$ cat src/rtl/mod5_pkg.sv
// Shared types and mod-5 helpers for the serial divisible-by-5 frame transmitter
// and its matching receive-side checker.
package mod5_pkg;

  typedef enum logic [1:0] {
    S_IDLE,
    S_DATA,
    S_TRAIL
  } state_t;

  typedef logic [2:0] residue_t;

  // Next residue after appending bit b: (2r + b) mod 5; illegal residues collapse to 0.
  function automatic residue_t mod5_next(input residue_t r, input logic b);
    residue_t n;
    case (r)
      3'd0:    n = b ? 3'd1 : 3'd0;
      3'd1:    n = b ? 3'd3 : 3'd2;
      3'd2:    n = b ? 3'd0 : 3'd4;
      3'd3:    n = b ? 3'd2 : 3'd1;
      3'd4:    n = b ? 3'd4 : 3'd3;
      default: n = 3'd0;
    endcase
    return n;
  endfunction

  // 3-bit trailer t such that (8r + t) mod 5 == 0.
  function automatic logic [2:0] mod5_trailer(input residue_t r);
    logic [2:0] t;
    case (r)
      3'd0:    t = 3'b000;
      3'd1:    t = 3'b010;
      3'd2:    t = 3'b100;
      3'd3:    t = 3'b001;
      3'd4:    t = 3'b011;
      default: t = 3'b000;
    endcase
    return t;
  endfunction

endpackage

$ cat src/rtl/mod5_residue.sv
// Serial mod-5 residue register: folds one bit per enabled cycle into r.
module mod5_residue
  import mod5_pkg::*;
(
  input  logic     clk,
  input  logic     rst,
  input  logic     clr,
  input  logic     en,
  input  logic     b,
  output residue_t r
);

  residue_t r_res;

  always_ff @(posedge clk) begin
    if (rst || clr) begin
      r_res <= '0;
    end else if (en) begin
      r_res <= mod5_next(r_res, b);
    end
  end

  assign r = r_res;

endmodule

$ cat src/rtl/mod5_frame_tx.sv
// Shifts a W-bit word out MSB-first followed by a 3-bit trailer that makes the
// whole (W+3)-bit frame a multiple of 5; all outputs are registered.
module mod5_frame_tx
  import mod5_pkg::*;
#(
  parameter int unsigned W = 8
) (
  input  logic         clk,
  input  logic         rst,
  input  logic         start,
  input  logic [W-1:0] data_in,
  output logic         ready,
  output logic         x,
  output logic         x_valid,
  output logic         last,
  output logic         busy
);

  localparam int unsigned CW = $clog2(W + 3);

  state_t         r_state, w_state_nx;
  logic [W-1:0]   r_shift, w_shift_nx;
  logic [CW-1:0]  r_cnt, w_cnt_nx;
  logic [2:0]     r_trail, w_trail_nx;
  logic           r_x, w_x_nx;
  logic           r_valid, w_valid_nx;
  logic           r_last, w_last_nx;
  logic           r_busy, w_busy_nx;
  logic           r_ready, w_ready_nx;
  logic           w_accept, w_clr, w_en;
  residue_t       w_res, w_res_fin;

  assign w_accept = start & r_ready;

  // The residue register trails the output by one bit, so fold the bit on x in now.
  assign w_res_fin = mod5_next(w_res, r_x);

  mod5_residue u_residue (
    .clk (clk),
    .rst (rst),
    .clr (w_clr),
    .en  (w_en),
    .b   (r_x),
    .r   (w_res)
  );

  always_comb begin
    w_state_nx = r_state;
    w_shift_nx = r_shift;
    w_cnt_nx   = r_cnt;
    w_trail_nx = r_trail;
    w_x_nx     = 1'b0;
    w_valid_nx = 1'b0;
    w_last_nx  = 1'b0;
    w_busy_nx  = 1'b0;
    w_ready_nx = 1'b0;
    w_clr      = 1'b0;
    w_en       = 1'b0;

    case (r_state)
      S_IDLE: begin
        w_ready_nx = 1'b1;
      end
      S_DATA: begin
        w_en       = 1'b1;
        w_valid_nx = 1'b1;
        w_busy_nx  = 1'b1;
        if (r_cnt == CW'(W - 1)) begin
          w_state_nx = S_TRAIL;
          w_trail_nx = mod5_trailer(w_res_fin);
          w_x_nx     = w_trail_nx[2];
          w_cnt_nx   = '0;
        end else begin
          w_x_nx     = r_shift[W-1];
          w_shift_nx = {r_shift[W-2:0], 1'b0};
          w_cnt_nx   = r_cnt + CW'(1);
        end
      end
      S_TRAIL: begin
        if (r_cnt == CW'(2)) begin
          w_state_nx = S_IDLE;
          w_ready_nx = 1'b1;
          w_cnt_nx   = '0;
        end else begin
          w_valid_nx = 1'b1;
          w_busy_nx  = 1'b1;
          w_x_nx     = (r_cnt == '0) ? r_trail[1] : r_trail[0];
          w_cnt_nx   = r_cnt + CW'(1);
          if (r_cnt == CW'(1)) begin
            w_last_nx  = 1'b1;
            w_ready_nx = 1'b1;
          end
        end
      end
      default: begin
        w_state_nx = S_IDLE;
        w_ready_nx = 1'b1;
      end
    endcase

    // Acceptance is only possible in IDLE or on trailer bit 0, so it overrides either path.
    if (w_accept) begin
      w_state_nx = S_DATA;
      w_x_nx     = data_in[W-1];
      w_shift_nx = {data_in[W-2:0], 1'b0};
      w_cnt_nx   = '0;
      w_valid_nx = 1'b1;
      w_busy_nx  = 1'b1;
      w_last_nx  = 1'b0;
      w_ready_nx = 1'b0;
      w_clr      = 1'b1;
    end
  end

  always_ff @(posedge clk) begin
    if (rst) begin
      r_state <= S_IDLE;
      r_shift <= '0;
      r_cnt   <= '0;
      r_trail <= '0;
      r_x     <= 1'b0;
      r_valid <= 1'b0;
      r_last  <= 1'b0;
      r_busy  <= 1'b0;
      r_ready <= 1'b1;
    end else begin
      r_state <= w_state_nx;
      r_shift <= w_shift_nx;
      r_cnt   <= w_cnt_nx;
      r_trail <= w_trail_nx;
      r_x     <= w_x_nx;
      r_valid <= w_valid_nx;
      r_last  <= w_last_nx;
      r_busy  <= w_busy_nx;
      r_ready <= w_ready_nx;
    end
  end

  assign ready   = r_ready;
  assign x       = r_x;
  assign x_valid = r_valid;
  assign last    = r_last;
  assign busy    = r_busy;

endmodule

$ cat config.mk
export PLATFORM = sky130hd
export DESIGN_NAME = mod5_frame_tx
export DESIGN_NICKNAME = d
export VERILOG_FILES = /design/src/rtl/mod5_pkg.sv /design/src/rtl/mod5_residue.sv /design/src/rtl/mod5_frame_tx.sv
export SDC_FILE = /design/constraint.sdc
export NUM_CORES = 1
export LEC_CHECK = 0
export CAP_MARGIN = 20
export CELL_PAD_IN_SITES_DETAIL_PLACEMENT = 2
export CELL_PAD_IN_SITES_GLOBAL_PLACEMENT = 2
export CORE_ASPECT_RATIO = 0.6
export CORE_MARGIN = 10
export CORE_UTILIZATION = 32
export DETAILED_ROUTE_END_ITERATION = 8
export PLACE_DENSITY_LB_ADDON = 0.1
export SLEW_MARGIN = 20
export SYNTH_ARGS = -nofsm -noshare
export SYNTH_HDL_FRONTEND = slang
export SYNTH_SLANG_ARGS = --single-unit
$ cat constraint.sdc
create_clock -name clk -period 1.6 [get_ports clk]
set_input_delay 0.16 -clock clk [delete_from_list [all_inputs] [get_ports clk]]
set_output_delay 0.16 -clock clk [all_outputs]
set_load 0.005 [all_outputs]
==> results_dict.tcl <==
set metrics [dict create \
    outcome "finished, final reports clean" \
    rows 17 \
    ratio_of_total_power_to_cell_area_nw_per_um2 875.9 \
    area_growth_pct 24.76 \
    drt_first_iter_violations 48 \
    crit_chain "inv_1 > ha_2 > nand4_1 > or3_1 > a21oi_1" \
    gp_congestion 0.7997 \
    post-synth-top-area-cell "dfxtp_1" \
    synth.distinct_cells 42 \
    number_of_buffers_added_on_ports 15 \
    numCtsBuffers 3 \
    cp_num_cells 5 \
    total_via_count_in_the_routed_design 1130 \
    cts_max_level 1 \
    dp_hpwl_um 2834 \
    grt_max_degree 16 \
    synth-seq-area-share_pct 37.09 \
    initial_antenna_violation_count 0 \
    drc 0 \
    avgViaCountPerCell 5.381 \
    cpMaxStageDelayCell "ha_2" \
    placed_cell_area_um2 1406 \
    post-place-cells 205 \
    n_fill_cell 410 \
    routed_wl_um 3691 \
    top_family_by_delay_on_critical_path "simple AND/OR/NAND/NOR gates" \
    route.detailed.wl_per_inst_um 17.58 \
    syn-cell-area_um2 1187 \
    max_cap_viol_count 0 \
    final_cells 210 \
    crit-reg2reg-launch "r_state[1]" \
    die_area_um2 6627 \
    syn_inst 143 \
    floorplan.initialDensity_pct 32.84 \
    worst_setup_start_kind "flop" \
    nNetsFinal 182 \
    worst-slew-pin-transition_ns 0.3236 \
    tritoncts_num_sinks 22 \
    timing.slew.headroom_pct 78.40 \
    report.final.setup_viol 0 \
    die_w_um 98.64 \
    timing.reg2reg.worst_path_depth 5 \
    number_of_buffers_inserted_for_hold_repair_after_clock_tree_synthesis 0 \
    cts-root-buf "clkbuf_8" \
    number_of_nets_with_antenna_violations_after_detailed_routing 0 \
    layout-drive-gt1-share_pct 15.34 \
    cp.required_ns 1.80 \
    worst-path-buf-inv 1 \
    chipHeight_um 67.19 \
    timing.hold.worst_path_depth 3 \
    hp-start "data_in[0]" \
    grt_setup_unrepaired "true" \
    timing.critical_path.to_type "flop" \
    final.setup_skew_ns 0.01127 \
    ir_drop_mv 0.6520 \
    synth-edff-count 0 \
    floorplan_core_area_um2 3616 \
    ys_async_sr_fraction_pct 0 \
    fin_crit_sh_pct 95.65 \
    crit_fanout 9 \
    clk-insertion-delay-late_ns 0.27 \
    synthDominantCellAreaShare_pct 37.09 \
    yosysWarnings 0 \
    global_route_wire_length_before_repair_um 6292 \
    grt_util_all_layers_pct 11.63 \
    tritoncts "done" \
    ys.flop_type "dfxtp_1" \
    cts_max_path_buffers 2 \
    fin_max_slew_vios 0 \
    mean_instance_size_in_the_synthesized_netlist_um2 8.303 \
    clk_pin_slew_ns 0.09 \
    final_period_minus_worst_setup_slack_ns 1.530 \
    worst_ep_arrival_ns 1.73 \
    synth_seq_cells 22 \
    path_class "reg2reg" \
    leakage_uw 0.0005170 \
    hold_wc_path_type "in2reg" \
    final.hold.worst_slack_ns 0.4662 \
    setup_total_negative_slack_ns 0 \
    globalRoute.totalOverflow 0 \
    synth_commonest_cells "dfxtp_1, nand2_1, inv_1, o21ai_0" \
    first_global_vias 1173 \
    drt_pass1_iterations 4 \
    max_clock_freq_ghz 0.6534 \
    post-route-util_pct 40.97 \
    post_synth_main_area_contributors "dfxtp_1, ha_1, nand2_1, a31oi_1, o21ai_0" \
    register_to_register_setup_slack_ns 0.07 \
    whs_endpoint "r_shift[1]" \
    antennaDiodeCount 0 \
    finalHoldViolations 0 \
    synthesis.nets 161 \
    slowest_delay_ns 0.43 \
    finalInstanceArea_um2 1481 \
    timing.rr.end "r_cnt[3]" \
    boundaryPins 16 \
]
-- layout by cell type, fill, tap and decap left out, types with 3 or more instances in the layout --
cell type	Yosys	routed
o21a_1	4	3
clkbuf_8	0	4
nor2_1	5	5
a21oi_1	8	7
clkdlybuf4s50_1	0	15
nand2_1	22	22
a21o_1	3	3
o21ai_0	9	9
nand3b_1	3	3
nand4_1	4	4
inv_1	9	9
a31oi_1	8	8
dfxtp_1	22	20
buf_4	2	8
ha_1	7	5
nand3_1	3	3
-- worst max path at each step --
stage	start	endpoint	slack [ns]
floorplan	r_state[0]	r_cnt[3]	0.13
global placement	r_cnt[0]	r_cnt[3]	0.11
detailed placement	r_cnt[0]	r_cnt[3]	0.009
CTS	r_state[0]	r_cnt[1]	0.007
global route	r_state[1]	r_cnt[3]	-0.04
finish	r_state[1]	r_cnt[3]	0.07
-- through the flow --
stage,setup slack (ns),total power [µW]
after detailed placement,0.008520,890.6
after global routing,-0.03716,1383
after floorplan,0.1288,773.3
after global placement,0.1122,876.2
final,0.06963,1298
after CTS,0.006823,1313
-- what timing repair did --
action,4_1_cts,5_1_grt
hold endpoints to repair,0,0
pin swaps,0,1
setup buffers,0,1
endpoints found under the setup margin,1,11
resized for setup,2,4
-- state kept, by name (all words and copies together), names as in the netlist --
name / flops
r_trail: 2
ready: 1
r_shift: 7
r_state: 2
busy: 1
r_cnt: 4
last: 1
u_residue.r: 3
x: 1
-- cells by family after synthesis --
kind of cell / after synthesis / synth area share (%)
AND/OR/NAND/NOR: 49 / 20.97
AO/OA/AOI/OAI: 46 / 26.13
buffers and inverters: 17 / 6.743
XOR/XNOR: 1 / 0.7378
adder cells (fa/ha/maj): 7 / 7.376
flip-flops: 22 / 37.09
multiplexers: 1 / 0.9483
-- report_power, final --
group	switching [µW]	total, µW	internal (µW)
registers	32.3	615	583
logic	140	268	128
clock network	195	414	220
total	367	1300	931
-- routing by layer --
metal / vias to the layer above / share of wire [%] / GRT usage [%]
li1: 554 / - / -
met1: 563 / 52 / 15.98
met2: 11 / 45 / 17.92
met3: 2 / 3.1 / 3.259
met4: 0 / 0.43 / 2.135
met5: - / 0 / 0
-- area by class of cell --
cell class                 count  area (µm²)  share of cell area (%)
multi-input combinational    104       676.9                   45.69
sequential                    22       442.9                   29.90
timing repair buffer          23       210.2                   14.19
inverter                      10       37.54                   2.534
clock buffer                   4       55.05                   3.716
tap                           47       58.81                   3.970
-- worst register-to-register path, delay by kind of cell, from the launching register on --
family / cells / cell delay (ns)
buffers and inverters: 1 / 0.08
and+or+nand+nor: 2 / 0.46
adders and majority gates: 1 / 0.43
DFF: 1 / 0.38
AOI/OAI and AO/OA: 1 / 0.12
(Power assumes the default switching activity.)
